**config.mk**
```make
export PLATFORM = sky130hd
export DESIGN_NAME = uart_tx_stream
export DESIGN_NICKNAME = d
export VERILOG_FILES = /design/src/rtl/uart_tx_stream.sv
export SDC_FILE = /design/constraint.sdc
export NUM_CORES = 1
export LEC_CHECK = 0
export ABC_AREA = 1
export BUFFER_PORTS_ARGS = -buffer_cell sky130_fd_sc_hd__buf_2
export CAP_MARGIN = 10
export CORE_MARGIN = 3
export CORE_UTILIZATION = 25
export DETAILED_ROUTE_END_ITERATION = 8
export PLACE_DENSITY = 0.48
export SETUP_SLACK_MARGIN = 0.1
export SYNTH_ARGS = -nofsm -noshare
export SYNTH_HDL_FRONTEND = slang
export SYNTH_SLANG_ARGS = --single-unit
```
**constraint.sdc**
```tcl
create_clock -name clk -period 2.7 [get_ports clk]
set_input_delay 0.54 -clock clk [delete_from_list [all_inputs] [get_ports clk]]
set_output_delay 0.54 -clock clk [all_outputs]
set_load 0.05 [all_outputs]
```
**src/rtl/uart_tx_stream.sv**
```systemverilog
// uart_tx_stream: parametrised UART transmitter fed by a valid/ready stream.
// Words are queued in a small FIFO and sent as back-to-back frames:
// start bit, DATABITS data bits LSB first, optional parity, STOPBITS stop bits.
module uart_tx_stream #(
    parameter int unsigned CLKFREQ    = 100_000_000,
    parameter int unsigned BAUDRATE   = 115_200,
    parameter int unsigned DATABITS   = 8,
    parameter int unsigned PARITY     = 0,
    parameter int unsigned STOPBITS   = 1,
    parameter int unsigned FIFO_DEPTH = 4
) (
    input  logic                             clk,
    input  logic                             rst_i,
    input  logic [DATABITS-1:0]              din_i,
    input  logic                             din_valid_i,
    output logic                             din_ready_o,
    output logic                             tx_o,
    output logic                             tx_busy_o,
    output logic                             tx_done_o,
    output logic [$clog2(FIFO_DEPTH+1)-1:0]  fifo_count_o
);

    localparam int unsigned BITCYC = CLKFREQ / BAUDRATE;
    localparam int unsigned PW     = $clog2(FIFO_DEPTH);
    localparam int unsigned CW     = $clog2(FIFO_DEPTH + 1);

    if (DATABITS < 5 || DATABITS > 9) begin : g_bad_databits
        $error("uart_tx_stream: DATABITS must be in 5..9");
    end
    if (PARITY > 2) begin : g_bad_parity
        $error("uart_tx_stream: PARITY must be 0, 1 or 2");
    end
    if (STOPBITS < 1 || STOPBITS > 2) begin : g_bad_stopbits
        $error("uart_tx_stream: STOPBITS must be 1 or 2");
    end
    if (BITCYC < 2) begin : g_bad_bitcyc
        $error("uart_tx_stream: CLKFREQ/BAUDRATE must be at least 2");
    end
    if (FIFO_DEPTH < 2 || (FIFO_DEPTH & (FIFO_DEPTH - 1)) != 0) begin : g_bad_depth
        $error("uart_tx_stream: FIFO_DEPTH must be a power of two >= 2");
    end

    typedef enum logic [2:0] {StIdle, StStart, StData, StParity, StStop} state_e;

    // FIFO storage and bookkeeping
    logic [DATABITS-1:0] r_mem [FIFO_DEPTH];
    logic [PW-1:0]       r_wptr;
    logic [PW-1:0]       r_rptr;
    logic [CW-1:0]       r_count;

    // Transmit engine
    state_e              r_state;
    logic [31:0]         r_timer;
    logic [3:0]          r_bitcnt;
    logic                r_stopcnt;
    logic [DATABITS-1:0] r_shift;
    logic                r_par;
    logic                r_tx;
    logic                r_busy;
    logic                r_done;

    logic                w_push;
    logic                w_pop;
    logic                w_bit_end;
    logic                w_stop_last;
    logic [DATABITS-1:0] w_head;
    logic                w_head_par;

    assign din_ready_o = !rst_i && (r_count < CW'(FIFO_DEPTH));
    assign w_push      = din_valid_i && din_ready_o;
    assign w_bit_end   = (r_timer == BITCYC - 1);
    assign w_stop_last = (r_stopcnt == 1'(STOPBITS - 1));
    assign w_head      = r_mem[r_rptr];
    // Odd mode sets the bit when the data holds an even number of ones.
    assign w_head_par  = (PARITY == 1) ? ~^w_head : ^w_head;

    // Pop from idle, or at the final stop cycle so the next start follows with no gap.
    assign w_pop = (r_count != '0) &&
                   ((r_state == StIdle) ||
                    (r_state == StStop && w_bit_end && w_stop_last));

    // FIFO pointers and occupancy count
    always_ff @(posedge clk) begin
        if (rst_i) begin
            r_wptr  <= '0;
            r_rptr  <= '0;
            r_count <= '0;
        end else begin
            if (w_push) begin
                r_wptr <= r_wptr + PW'(1);
            end
            if (w_pop) begin
                r_rptr <= r_rptr + PW'(1);
            end
            if (w_push && !w_pop) begin
                r_count <= r_count + CW'(1);
            end else if (w_pop && !w_push) begin
                r_count <= r_count - CW'(1);
            end
        end
    end

    // FIFO data write; contents need no reset since the count guards reads
    always_ff @(posedge clk) begin
        if (w_push) begin
            r_mem[r_wptr] <= din_i;
        end
    end

    // Frame sequencer with registered line, busy and done outputs
    always_ff @(posedge clk) begin
        if (rst_i) begin
            r_state   <= StIdle;
            r_timer   <= '0;
            r_bitcnt  <= '0;
            r_stopcnt <= 1'b0;
            r_shift   <= '0;
            r_par     <= 1'b0;
            r_tx      <= 1'b1;
            r_busy    <= 1'b0;
            r_done    <= 1'b0;
        end else begin
            r_done <= 1'b0;
            if (r_state != StIdle) begin
                r_timer <= w_bit_end ? '0 : r_timer + 32'd1;
            end
            unique case (r_state)
                StIdle: begin
                    if (w_pop) begin
                        r_shift <= w_head;
                        r_par   <= w_head_par;
                        r_state <= StStart;
                        r_tx    <= 1'b0;
                        r_busy  <= 1'b1;
                    end
                end
                StStart: begin
                    if (w_bit_end) begin
                        r_state  <= StData;
                        r_tx     <= r_shift[0];
                        r_bitcnt <= '0;
                    end
                end
                StData: begin
                    if (w_bit_end) begin
                        if (r_bitcnt == 4'(DATABITS - 1)) begin
                            if (PARITY != 0) begin
                                r_state <= StParity;
                                r_tx    <= r_par;
                            end else begin
                                r_state   <= StStop;
                                r_tx      <= 1'b1;
                                r_stopcnt <= 1'b0;
                            end
                        end else begin
                            r_bitcnt <= r_bitcnt + 4'd1;
                            r_shift  <= r_shift >> 1;
                            r_tx     <= r_shift[1];
                        end
                    end
                end
                StParity: begin
                    if (w_bit_end) begin
                        r_state   <= StStop;
                        r_tx      <= 1'b1;
                        r_stopcnt <= 1'b0;
                    end
                end
                StStop: begin
                    // Raise done one cycle early so it lands on the final stop cycle.
                    if (w_stop_last && r_timer == BITCYC - 2) begin
                        r_done <= 1'b1;
                    end
                    if (w_bit_end) begin
                        if (!w_stop_last) begin
                            r_stopcnt <= 1'b1;
                        end else if (w_pop) begin
                            r_shift <= w_head;
                            r_par   <= w_head_par;
                            r_state <= StStart;
                            r_tx    <= 1'b0;
                        end else begin
                            r_state <= StIdle;
                            r_busy  <= 1'b0;
                        end
                    end
                end
                default: begin
                    r_state <= StIdle;
                    r_tx    <= 1'b1;
                    r_busy  <= 1'b0;
                end
            endcase
        end
    end

    assign tx_o         = r_tx;
    assign tx_busy_o    = r_busy;
    assign tx_done_o    = r_done;
    assign fifo_count_o = r_count;

endmodule

```
==> results.py <==
metrics = {
    "status": {
        "outcome": "completed",
    },
    "sta": {
        "hold_viol_final": 0,
        "rsz0062_at_grt": "no",
        "timing.hold.ws_ns": 0.404,
        "relSlewSlack": 0.584,
        "slew_viol_final": 0,
        "skew_ns": 0.00690,
        "fmax_ghz": 0.415,
        "post-route-period-util": 0.893,
        "tns_ns": 0,
        "worst_slew_pin_slew_ns": 0.618,
        "setup_viol_count_final": 0,
        "period_minus_slack_ns": 2.41,
    },
    "final_layout": {
        "fillers": 1882,
        "insertedDiodeCount": 0,
        "stdcell_count": 855,
        "final_common_cell": "nand2_1",
        "drive_above_1_share": 0.133,
        "final_nets": 645,
        "final_cell_mix": "129 x nand2_1, 83 x nor2_1, 62 x inv_1",
        "areaGrowthSynthToFinish_pct": 15.8,
    },
    "clock_tree": {
        "cts_tree": "built",
        "clk_pin_slew_ns": 0.07,
        "clk_latency_ns": 0.35,
        "cts_max_level": 3,
        "post-cts-setup-buffers": 0,
        "clk_path_buf_depth": 2,
        "clkSinkCount": 91,
        "numCtsBuffers": 9,
        "cts_resized": 0,
        "hold_buffers": 0,
        "clockRootBuffer": "clkbuf_16",
    },
    "floorplan": {
        "die_width_um": 141,
        "core_area_mm2": 0.0176,
        "num_rows": 48,
        "die_area_mm2": 0.0200,
        "ios": 18,
        "initial_core_util": 0.261,
        "die_y_um": 141,
    },
    "power": {
        "p_per_area_mw_per_mm2": 823,
        "peakVddDrop_v": 0.000352,
        "p_leak_nw": 2.09,
        "switching_share": 0.353,
        "p_switching_mw": 1.54,
        "p_int_mw": 2.82,
        "p_clk_frac": 0.323,
        "power.share.sequential": 0.385,
        "combPwrFrac": 0.291,
    },
    "global_routing": {
        "grt_pass1_wl_mm": 18.2,
        "met3_usage": 0.0297,
        "antenna_found_initial": 0,
        "grt-ovfl-total": 0,
        "track_usage": 0.113,
        "use_met2": 0.180,
        "grt_pass1_vias": 3748,
        "use_met1": 0.152,
        "grt_max_degree": 21,
        "grt.busiest_layer": "met2",
    },
    "detailed_routing": {
        "vias": 3879,
        "routed_wl_mm": 10.9,
        "routedWlPerCell_um": 12.7,
        "via_per_inst": 4.54,
        "firstDrtPassIters": 5,
        "drt_iter0_drc": 252,
        "ant_nets": 0,
        "drcViolationCount": 0,
    },
    "critical_path": {
        "cp.required_ns": 2.92,
        "crit_type": "flop to flop",
        "crit_buf_inv": 2,
        "slowest_stage": "fa_1",
        "worstPathMaxFanout": 6,
        "reg2regPathDepth": 16,
        "crit_path_start_kind": "flop",
        "cp_num_cells": 16,
        "path_cells": "ha_2 -> nand3_1 -> inv_2 -> nand2_1 -> nor2_4 -> nand2_4 -> nand2_2 -> nand2_2 -> ha_1 -> inv_1 -> fa_1 -> o21ai_1 -> a21oi_1 -> or2_2 -> nand2_1 -> a21oi_1",
        "path_delay_family": "simple AND/OR/NAND/NOR gates",
        "arrival_ns": 2.63,
        "max_stage_delay_ns": 0.39,
        "crit_path_end_kind": "flop",
    },
    "synth": {
        "ys_warn_count": 0,
        "syn_area_per_cell_um2": 7.64,
        "syn_nets": 620,
        "ys_types": 44,
        "synth_seq_cells": 91,
        "synth.cell_area_mm2": 0.00458,
        "syn_inst": 600,
        "ys_seq_area_frac": 0.467,
    },
    "placed_design": {
        "port_buffers": 17,
        "place_congestion": 0.836,
        "hpwl_mm": 8.00,
        "post-place-cells": 839,
    },
    "hold_path": {
        "hold_path.class": "primary input to flop",
        "worstHoldPathCells": 1,
    },
    "job": {
        "cap_violations": 0,
    },
}
==> logic make-up (layout without fill, tap and decap cells) <==
group                    after synthesis  count (layout)  synth area share
AO/OA/AOI/OAI                         83              83             0.104
flip-flops                            91              91             0.467
buffers and inverters                 88             118            0.0756
XOR/XNOR                               5               5           0.00955
adder cells (fa/ha/maj)                9               9            0.0262
AND/OR/NAND/NOR                      324             324             0.317
==> metal layers <==
| metal | wire length (µm) | vias up |
|---|---|---|
| met3 | 399 | 10 |
| met2 | 5060 | 59 |
| li1 | - | 2037 |
| met5 | 0 | - |
| met4 | 130 | 0 |
| met1 | 5260 | 1773 |
==> registers in the layout, indices dropped and copies added, names as in the netlist, named ones only <==
register and count:
fifo_count_o 3, r_bitcnt 4, r_mem 32, r_rptr 2, r_shift 8, r_state 3, r_timer 32, r_wptr 2
tx_busy_o 1, tx_done_o 1, tx_o 1
==> synthesized netlist by cell type (all sizes together) <==
master  instances  area share
a221oi          1      0.0019
nor4            3      0.0041
nor3           24       0.030
inv            75       0.061
nand2         139        0.12
buf             8       0.010
dfxtp          59        0.26
nand3          43       0.047
nor2           92       0.082
clkinv          1     0.00082
ha              8       0.022
and3            3      0.0041
nand4          12       0.018
clkbuf          4      0.0033
a32o            3      0.0066
fa              1      0.0044
o21ai          30       0.034
a211oi          3      0.0049
a21oi          38       0.042
nand3b          2      0.0033
a31oi           1      0.0014
o221ai          4      0.0076
a21boi          1      0.0025
edfxtp         32        0.21
o21a            1      0.0016
xor2            5      0.0096
o211ai          1      0.0016
nor3b           4      0.0066
or2             2      0.0027
==> worst reg2reg max path, stage by stage (launching register included) <==
cell and delay (ns):
dfxtp_1 0.34, ha_2 0.21, nand3_1 0.12, inv_2 0.03, nand2_1 0.09, nor2_4 0.06, nand2_4 0.11, nand2_2 0.06
nand2_2 0.09, ha_1 0.15, inv_1 0.07, fa_1 0.39, o21ai_1 0.14, a21oi_1 0.07, or2_2 0.28, nand2_1 0.06
a21oi_1 0.04
==> worst paths after layout <==
kind	from	endpoint	slack, ns
worst max-delay path	r_timer[0]$_SDFFE_PP0P_	fifo_count_o[2]$_SDFFE_PP0P_	0.29
worst min-delay path	din_i[1]	r_mem[2][1]$_DFFE_PP_	0.40
worst max register to register	r_timer[0]$_SDFFE_PP0P_	fifo_count_o[2]$_SDFFE_PP0P_	0.29
worst min register to register	r_rptr[1]$_SDFFE_PP0P_	r_rptr[1]$_SDFFE_PP0P_	0.47
==> power by group through the flow <==
stage,Sequential [mW],Clock [mW],Combinational (mW)
after detailed placement,1.71,0,1.27
final,1.68,1.41,1.27
after floorplan,1.78,0,0.919
after global placement,1.71,0,1.27
after global routing,1.70,1.51,1.46
after CTS,1.68,1.45,1.28
==> stage by stage <==
stage          power (mW)   util  setup slack (ns)  area, µm²
3_5_place_dp         2.98  0.282             0.237       4960
4_1_cts              4.41  0.301             0.226       5300
3_3_place_gp         2.97  0.282             0.273       4960
2_1_floorplan        2.70      -             0.237       4590
5_1_grt              4.68  0.302             0.106       5310
6_report             4.37  0.302             0.288       5310
==> area by class of cell <==
class | instances | area [µm²] | area share
Clock buffer | 10 | 239 | 0.0450
Multi-Input combinational cell | 421 | 2110 | 0.398
Timing Repair Buffer | 26 | 153 | 0.0288
Clock inverter | 6 | 95.1 | 0.0179
Tap cell | 225 | 282 | 0.0530
Sequential cell | 91 | 2140 | 0.404
Inverter | 76 | 285 | 0.0537
(Power assumes the default switching activity.)
